$ cat src/rtl/sentinel_mtimer.sv
// sentinel_mtimer: machine timer on the Wishbone classic data bus.
// Holds a free-running 64-bit mtime and a 64-bit mtimecmp, word addressed
// (0/1 = mtime lo/hi, 2/3 = mtimecmp lo/hi). irq is a registered mtime >= mtimecmp.
// Every access is acknowledged WAIT_STATES+1 cycles after the request is first seen.
// Optional feature macro MTIMER_SNAPSHOT_EN: a read of address 0 latches mtime[63:32]
// into a shadow that a following read of address 1 returns (tear-free 64-bit read).
module sentinel_mtimer #(
  parameter int WAIT_STATES = 0,
  parameter int PRESCALE    = 1
) (
  input  logic        clk,
  input  logic        rst_n,
  input  logic        bus__cyc,
  input  logic        bus__stb,
  input  logic        bus__we,
  input  logic [3:0]  bus__sel,
  input  logic [1:0]  bus__adr,
  input  logic [31:0] bus__dat_w,
  output logic [31:0] bus__dat_r,
  output logic        bus__ack,
  output logic        irq
);

  localparam int              PS_W    = (PRESCALE > 1) ? $clog2(PRESCALE) : 1;
  localparam logic [PS_W-1:0] PS_LAST = PS_W'(PRESCALE - 1);
  // The IDLE->WAIT edge already spends one of the wait cycles.
  localparam logic [1:0]      WS_LOAD = (WAIT_STATES > 0) ? 2'(WAIT_STATES - 1) : 2'd0;

  typedef enum logic [1:0] {IDLE, WAIT, ACK} state_t;

  state_t          state, state_nxt;
  logic [1:0]      wcnt, wcnt_nxt;
  logic            req;
  logic            commit;
  logic            wr_en;
  logic            wr_lo, wr_hi, wr_clo, wr_chi;
  logic            tick;
  logic            carry;
  logic [PS_W-1:0] pcnt;
  logic [63:0]     mtime;
  logic [63:0]     mtimecmp;
  logic [31:0]     mtime_lo_nxt;
  logic [31:0]     mtime_hi_nxt;
  logic [31:0]     rd_val;
`ifdef MTIMER_SNAPSHOT_EN
  logic [31:0]     shadow_hi;
`endif

  // Replace only the byte lanes enabled in sel.
  function automatic logic [31:0] merge_bytes(input logic [31:0] old_w,
                                              input logic [31:0] new_w,
                                              input logic [3:0]  sel);
    logic [31:0] res;
    res = old_w;
    for (int i = 0; i < 4; i++) begin
      if (sel[i]) res[8*i +: 8] = new_w[8*i +: 8];
    end
    return res;
  endfunction

  assign req      = bus__cyc && bus__stb;
  assign bus__ack = (state == ACK);
  assign tick     = (pcnt == PS_LAST);

  // A write takes effect only on the edge entering ACK and only with some byte selected.
  assign wr_en  = commit && bus__we && (bus__sel != 4'b0000);
  assign wr_lo  = wr_en && (bus__adr == 2'd0);
  assign wr_hi  = wr_en && (bus__adr == 2'd1);
  assign wr_clo = wr_en && (bus__adr == 2'd2);
  assign wr_chi = wr_en && (bus__adr == 2'd3);

  // A carry into the high half is dropped when the low half is overwritten this edge.
  assign carry = tick && (mtime[31:0] == 32'hFFFF_FFFF) && !wr_lo;

  // Bus FSM next state: count wait cycles, abort on a dropped request, single-cycle ACK.
  always_comb begin
    state_nxt = state;
    wcnt_nxt  = wcnt;
    commit    = 1'b0;
    unique case (state)
      IDLE: begin
        if (req) begin
          if (WAIT_STATES == 0) begin
            state_nxt = ACK;
            commit    = 1'b1;
          end else begin
            state_nxt = WAIT;
            wcnt_nxt  = WS_LOAD;
          end
        end
      end
      WAIT: begin
        if (!req) begin
          state_nxt = IDLE;
        end else if (wcnt == 2'd0) begin
          state_nxt = ACK;
          commit    = 1'b1;
        end else begin
          wcnt_nxt = wcnt - 2'd1;
        end
      end
      ACK:     state_nxt = IDLE;
      default: state_nxt = IDLE;
    endcase
  end

  // Bus FSM state and wait counter registers.
  always_ff @(posedge clk or negedge rst_n) begin
    if (!rst_n) begin
      state <= IDLE;
      wcnt  <= 2'd0;
    end else begin
      state <= state_nxt;
      wcnt  <= wcnt_nxt;
    end
  end

  // Next mtime halves: a write wins over the tick on its own half only.
  always_comb begin
    mtime_lo_nxt = mtime[31:0];
    mtime_hi_nxt = mtime[63:32];
    if (wr_lo)     mtime_lo_nxt = merge_bytes(mtime[31:0], bus__dat_w, bus__sel);
    else if (tick) mtime_lo_nxt = mtime[31:0] + 32'd1;
    if (wr_hi)      mtime_hi_nxt = merge_bytes(mtime[63:32], bus__dat_w, bus__sel);
    else if (carry) mtime_hi_nxt = mtime[63:32] + 32'd1;
  end

  // Read mux over the pre-edge register values.
  always_comb begin
    rd_val = 32'd0;
    unique case (bus__adr)
      2'd0: rd_val = mtime[31:0];
`ifdef MTIMER_SNAPSHOT_EN
      2'd1: rd_val = shadow_hi;
`else
      2'd1: rd_val = mtime[63:32];
`endif
      2'd2: rd_val = mtimecmp[31:0];
      2'd3: rd_val = mtimecmp[63:32];
      default: rd_val = 32'd0;
    endcase
  end

  // Prescaler: tick on PRESCALE-1, then wrap to zero.
  always_ff @(posedge clk or negedge rst_n) begin
    if (!rst_n) pcnt <= '0;
    else        pcnt <= tick ? '0 : pcnt + PS_W'(1);
  end

  // Timer and compare registers.
  always_ff @(posedge clk or negedge rst_n) begin
    if (!rst_n) begin
      mtime    <= 64'd0;
      mtimecmp <= 64'hFFFF_FFFF_FFFF_FFFF;
    end else begin
      mtime <= {mtime_hi_nxt, mtime_lo_nxt};
      if (wr_clo) mtimecmp[31:0]  <= merge_bytes(mtimecmp[31:0], bus__dat_w, bus__sel);
      if (wr_chi) mtimecmp[63:32] <= merge_bytes(mtimecmp[63:32], bus__dat_w, bus__sel);
    end
  end

  // Read data is held only for the ACK cycle of a read, zero otherwise; irq is registered.
  always_ff @(posedge clk or negedge rst_n) begin
    if (!rst_n) begin
      bus__dat_r <= 32'd0;
      irq        <= 1'b0;
    end else begin
      bus__dat_r <= (commit && !bus__we) ? rd_val : 32'd0;
      irq        <= (mtime >= mtimecmp);
    end
  end

`ifdef MTIMER_SNAPSHOT_EN
  // Capture the high half alongside every low-half read.
  always_ff @(posedge clk or negedge rst_n) begin
    if (!rst_n)                                        shadow_hi <= 32'd0;
    else if (commit && !bus__we && bus__adr == 2'd0)   shadow_hi <= mtime[63:32];
  end
`endif

endmodule

$ cat config.mk
export PLATFORM = sky130hd
export DESIGN_NAME = sentinel_mtimer
export DESIGN_NICKNAME = d
export VERILOG_FILES = /design/src/rtl/sentinel_mtimer.sv
export SDC_FILE = /design/constraint.sdc
export NUM_CORES = 1
export LEC_CHECK = 0
export CAP_MARGIN = 20
export CORE_UTILIZATION = 40
export CTS_CLUSTER_SIZE = 40
export DETAILED_ROUTE_END_ITERATION = 10
export GPL_ROUTABILITY_DRIVEN = 1
export PLACE_DENSITY = 0.62
export RECOVER_POWER = 25
export REMOVE_ABC_BUFFERS = 1
export SYNTH_ARGS = -nofsm -noshare
export SYNTH_HDL_FRONTEND = slang
export SYNTH_SLANG_ARGS = --single-unit
$ cat constraint.sdc
create_clock -name clk -period 3.2 [get_ports clk]
set_input_delay 0.64 -clock clk [delete_from_list [all_inputs] [get_ports clk]]
set_output_delay 0.64 -clock clk [all_outputs]
set_load 0.03 [all_outputs]
==> metrics.md <==
| Metric | Value |
|---|---|
| Routing usage on met2 | 36.8% |
| CTS tree | yes |
| Die Height | approximately 160 um |
| Yosys warnings | 0 |
| CTS clk-pin slew, worst paths | 0.07 ns |
| Slew Viols, Final | 60 |
| Endpoints failing setup | 0 |
| RSZ-0062 raised after global routing | false |
| Register area | 4130 um2 |
| Via/cell ratio | between 5 and 6 |
| Router iterations before antenna repair | 5 |
| Hold Fails Final Rpt | 0 |
| Cts bufs inserted | 17 |
| Yosys cell types | 79 |
| Max Cap Viol | 1 |
| # fillers | 2276 |
| Met1 Resource Use GR | between 20% and 30% |
| Rows | between 50 and 60 |
| Outcome | finished, violations left |
| Max-slew headroom | -4.82% |
| GRT met3 Usage | 4.51% |
| Remaining global-route overflow | 0 |
| Critical path peak fanout | 3 |
| CP Class | reg2reg |
| Die area | approximately 25000 um2 |
| Synth top cells by count | dfrtp_1, inv_1, nor2_1, a21oi_1, nand2_1 |
| Initial drt markers | 547 |
| Antenna viol nets, final | 0 |
| CP Capture Type | flop |
| Area contributors post-synth | dfrtp_1, dfstp_2, ha_1, mux2_2, mux4_2 |
| Min-delay worst type | reg2reg |
| Post-CTS sizing | 0 |
| Share of cells above drive strength 1 | 24.3% |
| Initial antenna violation count | 0 |
| CTS Root Cell | clkbuf_16 |
| Sequential area share after synthesis | a little over two fifths |
| Tcrit/Tclk final | 87.3% |
| Critical path data required time | 3.45 ns |
| Cell taking the most area after synthesis | dfrtp_1 |
| Initial Util | 40.8% |
| Area Overhead vs Synth | 19.0% |
| Worst Path Arrival | slightly above 3 ns |
| Final nets | 1173 |
| Yosys reg bits | 162 |
| Critical path launch point type | flop |
| DP Wirelength | 20300 um |
| Post-layout util | 48.6% |
| Worst slew pin tran | about 1.6 ns |
| Cts hold-fix bufs | 0 |
| Number of synthesized flops with an enable pin | 0 |
| Top Ports | 77 |
| Total GRT Usage | 22.4% |
| Area share of the largest cell type after synthesis | 24.7% |
| Die width | between 150 and 200 um |
| Tmin final | 2.79 ns |
| Clk Latency, worst-skew pair | roughly 0.43 ns |
| First-pass GRT wire length | 44400 um |
| Synth Instances | a little under 1000 |
| Antenna cells | 0 |
| Count leader, synth | dfrtp_1 |
| Clk buf depth | 2 |
| Clock sinks | 162 |
| Setup Skew | 0.0107 ns |
| Syn avg cell area | 10.3 um2 |
| DRC Markers | 0 |
| Failing checks | max-capacitance violations, max-slew violations |
| I/O Buffers | 76 |
| GPL Wtd Cong | 0.898 |
| Total Wirelength | roughly 27000 um |
| Via count | around 8000 |
| Gr busiest metal | met2 |
| Fmax | 0.358 GHz |
| Post-synth top flop | dfrtp_1 |
| Largest net degree at the start of global routing | 61 |
| Synth Cell Area | 9920 um2 |
| PD cells | 576 nW/um2 |
| Tot Pwr | 6.81 mW |
| Setup Fix Bufs, Post-CTS | 0 |
| Static Leak | 4.96 nW |
| Area taken by multi-input logic gates | ~5300 um2 |
| H-tree levels | 4 |
| Sum Neg Setup Slack | 0 ns |
| Post-synth ARST share | 100% |
| Core box area | 24300 um2 |
| Worst VDD drop | 0.279 mV |
| Vias in the first global route | 8107 |
| Worst r2r src | mtimecmp[15] |
| Setup crit start | mtimecmp[15] |
| Drt wl/cell | 19.5 um |
| Min-delay src | state[1] |
through the flow:
step,instance area [um2],std cells,setup WS (ns),hold slack (ns)
after floorplan,9750,926,0.431,0.344
after global placement,11300,1369,0.231,0.468
after detailed placement,11300,1369,0.198,0.463
after CTS,11800,1401,0.474,0.201
after global routing,11800,1401,0.246,0.510
final,11800,1401,0.407,0.471
worst max-delay path: stages, from the launching register on:
cell and delay [ns]:
dfstp_2 0.54, inv_1 0.05, ha_1 0.28, nand4_1 0.23, a211oi_1 0.11, a2111oi_0 0.44, buf_4 0.19, o21ai_0 0.21
a221oi_1 0.31, o311ai_0 0.24
final cells by class:
type	count	area share (%)
multi-input combinational	686	45.0
sequential	162	35.0
timing repair buffer	119	9.26
clock buffer	22	3.85
tap	324	3.43
inverter	78	2.48
clock inverter	10	0.943
where the power goes:
part	internal [mW]	leakage, nW	switching [mW]
clock network	1.17	0.270	0.862
logic	0.918	2.76	0.960
registers	2.49	1.94	0.406
per-layer routing:
metal | up-vias | wire length (um)
li1 | 3756 | -
met1 | 3993 | 12100
met2 | 233 | 13100
met3 | 43 | 1430
met4 | 0 | 682
met5 | - | 0
worst paths after layout:
| check | cells after the start | slack [ns] | end |
|---|---|---|---|
| worst max-delay path | 9 | 0.41 | irq |
| worst min-delay path | 1 | 0.47 | state[1] |
| worst max register to register | 9 | 0.41 | irq |
| worst min register to register | 1 | 0.47 | state[1] |
| max in group asynchronous | 2 | 1.42 | mtimecmp[36] |
| min in group asynchronous | 1 | 0.61 | bus__dat_r[19] |
cell usage in the layout (no fill, tap or decap), types with 27 or more instances in the layout:
master | netlist | layout
a21oi_1 | 69 | 69
buf_4 | 3 | 41
clkdlybuf4s50_1 | 0 | 73
dfrtp_1 | 98 | 98
dfstp_2 | 64 | 64
ha_1 | 66 | 66
inv_1 | 78 | 78
mux2_2 | 64 | 64
mux4_2 | 31 | 31
nand2_1 | 68 | 68
nand3_1 | 38 | 38
nand4_1 | 27 | 27
nor2_1 | 74 | 74
nor2b_1 | 34 | 34
o21ai_0 | 36 | 36
logic make-up after synthesis:
| family | synth area share (%) |
|---|---|
| muxes | 15.0 |
| adders and majority gates | 8.32 |
| buffers and inverters | 4.75 |
| DFF | 41.7 |
| and+or+nand+nor | 17.6 |
| AOI/OAI and AO/OA | 12.7 |
flip-flops by register name (all words and copies together) (netlist names):
signal,count
state,1
bus__dat_r,32
mtime,64
mtimecmp,64
irq,1
No activity file was read; power rests on OpenSTA's default activity.
